## src/rtl/pipe_ctrl_fwd.sv

```systemverilog
// ID-stage decoder, PC adder and EXE-stage forwarding select for the 5-stage pipeline.
// Everything is combinational except a sticky illegal-decode flag kept for debug.
module pipe_ctrl_fwd #(
    parameter int unsigned WORD_LEN     = 32,
    parameter int unsigned REG_ADDR_LEN = 5
) (
    input  logic                    clk,
    input  logic                    rst,
    input  logic [WORD_LEN-1:0]     pc_in,
    input  logic [WORD_LEN-1:0]     pc_add_value,
    output logic [WORD_LEN-1:0]     pc_next,
    input  logic [WORD_LEN-1:0]     instruction,
    output logic                    WB_en,
    output logic                    MEM_read,
    output logic                    MEM_write,
    output logic [2:0]              EXE_function,
    output logic [1:0]              is_br,
    output logic                    immediate,
    input  logic [REG_ADDR_LEN-1:0] EXE_src1,
    input  logic [REG_ADDR_LEN-1:0] EXE_src2,
    input  logic [REG_ADDR_LEN-1:0] EXE_dest,
    input  logic [REG_ADDR_LEN-1:0] MEM_dest,
    input  logic [REG_ADDR_LEN-1:0] WB_dest,
    input  logic                    EXE_MEM_write,
    input  logic                    MEM_WB_en,
    input  logic                    WB_en_in,
    output logic [1:0]              forward_signal_mux_1,
    output logic [1:0]              forward_signal_mux_2_3,
    output logic                    illegal_seen
);

    localparam logic [5:0] OpRtype = 6'b000000;
    localparam logic [5:0] OpAddi  = 6'b001000;
    localparam logic [5:0] OpLw    = 6'b100011;
    localparam logic [5:0] OpSw    = 6'b101011;
    localparam logic [5:0] OpBeq   = 6'b000100;
    localparam logic [5:0] OpBne   = 6'b000101;
    localparam logic [5:0] OpJ     = 6'b000010;

    localparam logic [2:0] AluAdd = 3'b000;
    localparam logic [2:0] AluSub = 3'b001;
    localparam logic [2:0] AluAnd = 3'b010;
    localparam logic [2:0] AluOr  = 3'b011;
    localparam logic [2:0] AluNor = 3'b100;
    localparam logic [2:0] AluXor = 3'b101;
    localparam logic [2:0] AluSlt = 3'b110;

    localparam logic [1:0] FwdRegFile = 2'd0;
    localparam logic [1:0] FwdMem     = 2'd1;
    localparam logic [1:0] FwdWb      = 2'd2;

    logic [5:0] opcode;
    logic [5:0] funct;
    logic       illegal;
    logic       illegal_seen_q;
    logic       illegal_seen_d;

    assign opcode  = instruction[31:26];
    assign funct   = instruction[5:0];
    assign pc_next = pc_in + pc_add_value;

    always_comb begin
        WB_en        = 1'b0;
        MEM_read     = 1'b0;
        MEM_write    = 1'b0;
        EXE_function = AluAdd;
        is_br        = 2'd0;
        immediate    = 1'b0;
        illegal      = 1'b0;
        case (opcode)
            OpRtype: begin
                // The all-zero word is the canonical NOP, not an unknown funct.
                if (instruction != '0) begin
                    WB_en = 1'b1;
                    case (funct)
                        6'b100000: EXE_function = AluAdd;
                        6'b100010: EXE_function = AluSub;
                        6'b100100: EXE_function = AluAnd;
                        6'b100101: EXE_function = AluOr;
                        6'b100111: EXE_function = AluNor;
                        6'b100110: EXE_function = AluXor;
                        6'b101010: EXE_function = AluSlt;
                        default: begin
                            WB_en   = 1'b0;
                            illegal = 1'b1;
                        end
                    endcase
                end
            end
            OpAddi: begin
                WB_en     = 1'b1;
                immediate = 1'b1;
            end
            OpLw: begin
                WB_en     = 1'b1;
                MEM_read  = 1'b1;
                immediate = 1'b1;
            end
            OpSw: begin
                MEM_write = 1'b1;
                immediate = 1'b1;
            end
            OpBeq:   is_br = 2'd2;
            OpBne:   is_br = 2'd3;
            OpJ:     is_br = 2'd1;
            default: illegal = 1'b1;
        endcase
    end

    // MEM is the younger producer, so it wins over WB; r0 is never bypassed.
    always_comb begin
        forward_signal_mux_1 = FwdRegFile;
        if (MEM_WB_en && (MEM_dest != '0) && (MEM_dest == EXE_src1)) begin
            forward_signal_mux_1 = FwdMem;
        end else if (WB_en_in && (WB_dest != '0) && (WB_dest == EXE_src1)) begin
            forward_signal_mux_1 = FwdWb;
        end

        forward_signal_mux_2_3 = FwdRegFile;
        if (MEM_WB_en && (MEM_dest != '0) && (MEM_dest == EXE_src2)) begin
            forward_signal_mux_2_3 = FwdMem;
        end else if (WB_en_in && (WB_dest != '0) && (WB_dest == EXE_src2)) begin
            forward_signal_mux_2_3 = FwdWb;
        end
    end

    assign illegal_seen_d = illegal_seen_q | illegal;

    always_ff @(posedge clk) begin
        if (rst) begin
            illegal_seen_q <= 1'b0;
        end else begin
            illegal_seen_q <= illegal_seen_d;
        end
    end

    assign illegal_seen = illegal_seen_q;

    // Kept on the interface for pipeline compatibility; they do not influence any output.
    logic unused_inputs;
    assign unused_inputs = ^{EXE_dest, EXE_MEM_write};

endmodule

```

## config.mk

```make
export PLATFORM = sky130hd
export DESIGN_NAME = pipe_ctrl_fwd
export DESIGN_NICKNAME = d
export VERILOG_FILES = /design/src/rtl/pipe_ctrl_fwd.sv
export SDC_FILE = /design/constraint.sdc
export NUM_CORES = 1
export LEC_CHECK = 0
export CORE_ASPECT_RATIO = 0.6
export CORE_MARGIN = 4
export CORE_UTILIZATION = 39
export CTS_BUF_LIST = sky130_fd_sc_hd__clkbuf_8
export CTS_CLUSTER_SIZE = 14
export DETAILED_ROUTE_END_ITERATION = 10
export GPL_TIMING_DRIVEN = 0
export HOLD_SLACK_MARGIN = 0.03
export PLACE_DENSITY = 0.95
export RECOVER_POWER = 100
export SLEW_MARGIN = 30
export SYNTH_ARGS = -nofsm -noshare
export SYNTH_HDL_FRONTEND = slang
export SYNTH_SLANG_ARGS = --single-unit
```

## constraint.sdc

```tcl
create_clock -name clk -period 13.6 [get_ports clk]
set_clock_uncertainty 0.05 [all_clocks]
set_input_delay 4.08 -clock clk [delete_from_list [all_inputs] [get_ports clk]]
set_output_delay 4.08 -clock clk [all_outputs]
set_load 0.05 [all_outputs]
```

[Word level (Yosys, flattened, before mapping)]
Index checks and enable logic that the tools add are counted.
Storage, ports and cells
  input port bits: 126
  register bits after elaboration: 1
Operators by class
  $add $sub $neg: 1
  bitwise operators: 1
  muxes and demuxes: 17
  eq/ne operators: 17
  reductions and logical operators: 14
Operators by type and width (count)
  $eq A6 B6 Y1 const B: 9
  $add A32 B32 Y32: 1
  $reduce_bool A32 Y1: 1
  $eq A5 B5 Y1: 4
  $pmux W3 S6: 1
  $eq A6 B3 Y1 const B: 2
  $reduce_bool A5 Y1: 2
  $mux W2: 4
  $mux W1: 7
  $reduce_or A7 Y1: 1
  $eq A6 B2 Y1 const B: 1
  $eq A6 B4 Y1 const B: 1
  $logic_and A1 B1 Y1: 6
  $logic_not A6 Y1: 1
  $mux W3: 2
  $pmux W2 S3: 1
  $reduce_or A6 Y1: 1
  $pmux W1 S2: 2
  $reduce_or A3 Y1: 1
  $reduce_or A2 Y1: 1
  $or A1 B1 Y1: 1

[Longest topological paths before layout]
Gate-level depths: netlist (run 1).
  word-level depth: 6
  mapped depth: 8
  mapped depth without buffers: 8

[Worst setup path before layout (run 1)]
Ideal clock, no wire load.
  kind: input -> output
  start point: in MEM_dest[1]
  end point: out forward_signal_mux_1[1]
  path buffers: 0
  cell stages on the path: 4
  data required time: 9.470 ns
  arrival time: 6.657 ns
  setup slack: 2.813 ns
  cell sequence: or4_1 -> o21ai_0 -> nor4_1 -> nor4_1
Between the ends
  longest elaborated chain between the ends: 4
  elaborated cells between the ends (all ways): 5
RTL lines
  from (decl): line 22  | input logic [REG_ADDR_LEN-1:0] MEM_dest,
  $reduce_bool A5 Y1: line 113  | if (MEM_WB_en && (MEM_dest != '0) && (MEM_dest == EXE_src1)) begin
  $logic_and A1 B1 Y1: line 113
  $logic_and A1 B1 Y1 *: line 113
  $mux W2 *: line 113
  to (decl): line 27  | output logic [1:0] forward_signal_mux_1,
Mark *: on every way between the ends. The rest lies on a longest branch, timed or not.

[Worst setup path in the final report (run 1)]
  start point: in pc_in[0]
  end point: out pc_next[16]
Between the ends
  longest elaborated chain between the ends: 1
RTL lines
  from (decl): line 9  | input logic [WORD_LEN-1:0] pc_in,
  $add A32 B32 Y32: line 60  | assign pc_next = pc_in + pc_add_value;
  to (decl): line 11  | output logic [WORD_LEN-1:0] pc_next,
No other way between the ends.

==> metrics.md, run 1 <==
| Metric | Value |
|---|---|
| Worst vdd ir | `51.95 uV` |
| Pre-CTS setup slack | `2.111 ns` |
| Io pins | `172` |
| Hold_ws | `0.4591 ns` |
| Fin worst setup slack | `1.981 ns` |
| Vias in the first global route | `3,128` |
| CP max FO | `3` |
| Row cnt | `21` |
| Worst slew pin tran | `0.5421 ns` |
| Grt total ovfl | `0` |
| First-pass GRT wire length | `15.01 mm` |
| Most frequent cells in the layout | `clkdlybuf4s50_1 (118), dlygate4sd3_1 (47), ha_1 (31), a21oi_1 (30), nand2_1 (25)` |
| Initial detailed-routing violation count | `253` |
| CP arrival | `7.49 ns` |
| Clk_lat worst skew | `0 ns` |
| Ys async rst share | `0%` |
| Relative slew slack | `63.74%` |
| Pint | `0.1047 mW` |
| Total global-route track usage | `24.57%` |
| Die Area | `7538 um^2` |
| Placed Cells | `579` |
| Postcts setup bufs | `0` |
| Port bufs | `165` |
| PD cells | `64.53 nW/um^2` |
| Combinational power share | `98.8%` |
| Die height | `68.87 um` |
| Post_cts resized | `0` |
| Post-layout util | `71.97%` |
| Placed cell area | `4160 um^2` |
| Layout Nets | `659` |
| Seq/Total Area, Yosys | `0.8312%` |
| Sw Ratio | `60.98%` |
| Endpoints failing hold | `0` |
| Synthesized instance count | `334` |
| Critical Path RT | `9.47 ns` |
| Starting density of the core | `41.67%` |
| Pin count of the biggest net entering global routing | `11` |
| Critical Path Start Type | `input pin` |
| Critical path class | `in2out` |
| Commonest non-fill, non-tap cell in the layout | `clkdlybuf4s50_1` |
| Worst setup EP type | `primary output` |
| Non-Filler Instances | `579` |
| Detail Route Antenna Nets | `0` |
| Syn Area/Cell | `7.211 um^2` |
| Number of max-cap violations | `0` |
| DP HPWL | `8.927 mm` |
| Tot Pwr | `0.2684 mW` |
| Max reg flops | `1` |
| Proportion of layout cells with a drive suffix above 1 | `6.413%` |
| Vias | `3,357` |
| Seq cells post-synth | `1` |
| Chip width | `109.5 um` |
| Antenna violations before repair | `0` |
| Crit share post-route | `85.43%` |
| Mean routed wirelength per cell | `17.43 um` |
| # setup viols final | `0` |
| Synthesis Warnings | `0` |
| Seq pwr share | `1.2%` |
| Design area | `4160 um^2` |
| DRC | `0` |
| Reg clk slew, reported paths | `0 ns` |
| ANT cells | `0` |
| Clock power share | `0%` |
| LEAKAGE | `1.645 nW` |
| Pins Over Slew Limit | `0` |
| Distinct cells, synth | `56` |
| Hold_buf cts | `0` |
| Post-synth top flop | `dfxtp_1` |
| RSZ-0062 raised after global routing | `false` |
| Drt first pass iters | `6` |
| Status | `complete, no violations` |
| Post-Syn Area | `2409 um^2` |
| Final RePlAce weighted congestion | `0.9382` |
| Fmax | `0.08607 GHz` |
| NetSw | `0.1637 mW` |
| Post-synth EDFFs | `0` |
| Avg Vias per Cell | `5.798` |
| Worst hold path class | `reg2reg` |
| Total Wirelength | `10.09 mm` |
| Crit path time final | `11.62 ns` |
| Syn Nets | `492` |
| Setup TNS | `0 ns` |
| Area Overhead vs Synth | `72.73%` |
| Core Footprint | `5781 um^2` |
kinds of logic (layout without fill, tap and decap cells):
kind of cell | count (synthesis) | in the layout | synth area share (%)
compound gates | 112 | 112 | 35.22
xor+xnor | 47 | 47 | 17.09
fa+ha+maj | 32 | 32 | 16.94
buf+inv | 20 | 185 | 3.377
flops | 1 | 1 | 0.8312
mux | 3 | 3 | 1.247
simple gates | 119 | 119 | 25.30
power groups by stage:
stage               clock network (mW)  logic [mW]  registers (mW)
floorplan                            0       0.168         0.00399
finish                               0       0.265         0.00330
global route                         0       0.280         0.00331
CTS                                  0       0.271         0.00330
global placement                     0       0.265         0.00329
detailed placement                   0       0.270         0.00330
final cells by class:
type | instances | area [um^2]
Sequential cell | 1 | 20.02
Tap cell | 80 | 100.1
Timing Repair Buffer | 165 | 1652
Multi-Input combinational cell | 313 | 2307
Buffer | 3 | 17.52
Fill cell | 469 | 1620
Inverter | 17 | 63.81
critical path: stages:
cell and delay, ns:
clkdlybuf4s50_1 0.40, ha_1 0.25, fa_1 0.42, a21oi_1 0.33, o211ai_2 0.19, a31oi_2 0.30
o21ai_2 0.14, a221oi_2 0.28, xnor2_1 0.17, dlygate4sd3_1 0.92
routing by layer:
| metal | vias to the layer above | track usage, % | share of wire [%] |
|---|---|---|---|
| met3 | 8 | 6.326 | 13 |
| li1 | 1608 | - | - |
| met1 | 1528 | 35.21 | 43 |
| met5 | - | 0 | 0 |
| met2 | 213 | 38.37 | 44 |
| met4 | 0 | 2.177 | 0.64 |
cells in the mapped netlist, types with 3 or more instances:
cell	n	area share (%)
inv_1	17	2.6
nand2b_1	4	1.0
nor3_1	12	2.5
a31oi_1	8	2.1
o21ai_0	16	3.3
a211oi_1	8	2.5
o21bai_1	4	1.2
o21ai_2	3	1.1
o211ai_2	3	1.6
ha_1	31	16
o21ai_1	5	1.0
xnor2_1	24	8.7
mux2i_1	3	1.2
nand2_1	25	3.9
o211ai_1	3	0.93
or4_1	4	1.2
xor2_1	23	8.4
nor4_1	11	2.9
or2_2	4	1.0
nor2_1	24	3.7
o2111ai_1	3	1.1
a21o_1	4	1.2
nand3_1	12	2.5
o22ai_1	3	0.78
nand4_1	7	1.8
a21oi_1	30	6.2
and2_1	3	0.78
and3_1	4	1.0
path summary, 6_finish.rpt:
| path | from | end | cells after the start | slack (ns) |
|---|---|---|---|---|
| worst max register to register | illegal_seen$_SDFF_PP0_ | illegal_seen$_SDFF_PP0_ | 2 | 12.96 |
| worst min register to register | illegal_seen$_SDFF_PP0_ | illegal_seen$_SDFF_PP0_ | 2 | 0.46 |
| worst max-delay path | pc_in[0] | pc_next[16] | 10 | 1.98 |
| worst min-delay path | illegal_seen$_SDFF_PP0_ | illegal_seen$_SDFF_PP0_ | 2 | 0.46 |
(Power assumes the default switching activity.)
==> run 2: changes to the inputs <==
Settings changed: CAP_MARGIN from default to 40, SETUP_SLACK_MARGIN from default to 0.15.
==> results of run 2 <==
Final layout, timing and power as in run 1 (identical DEF).
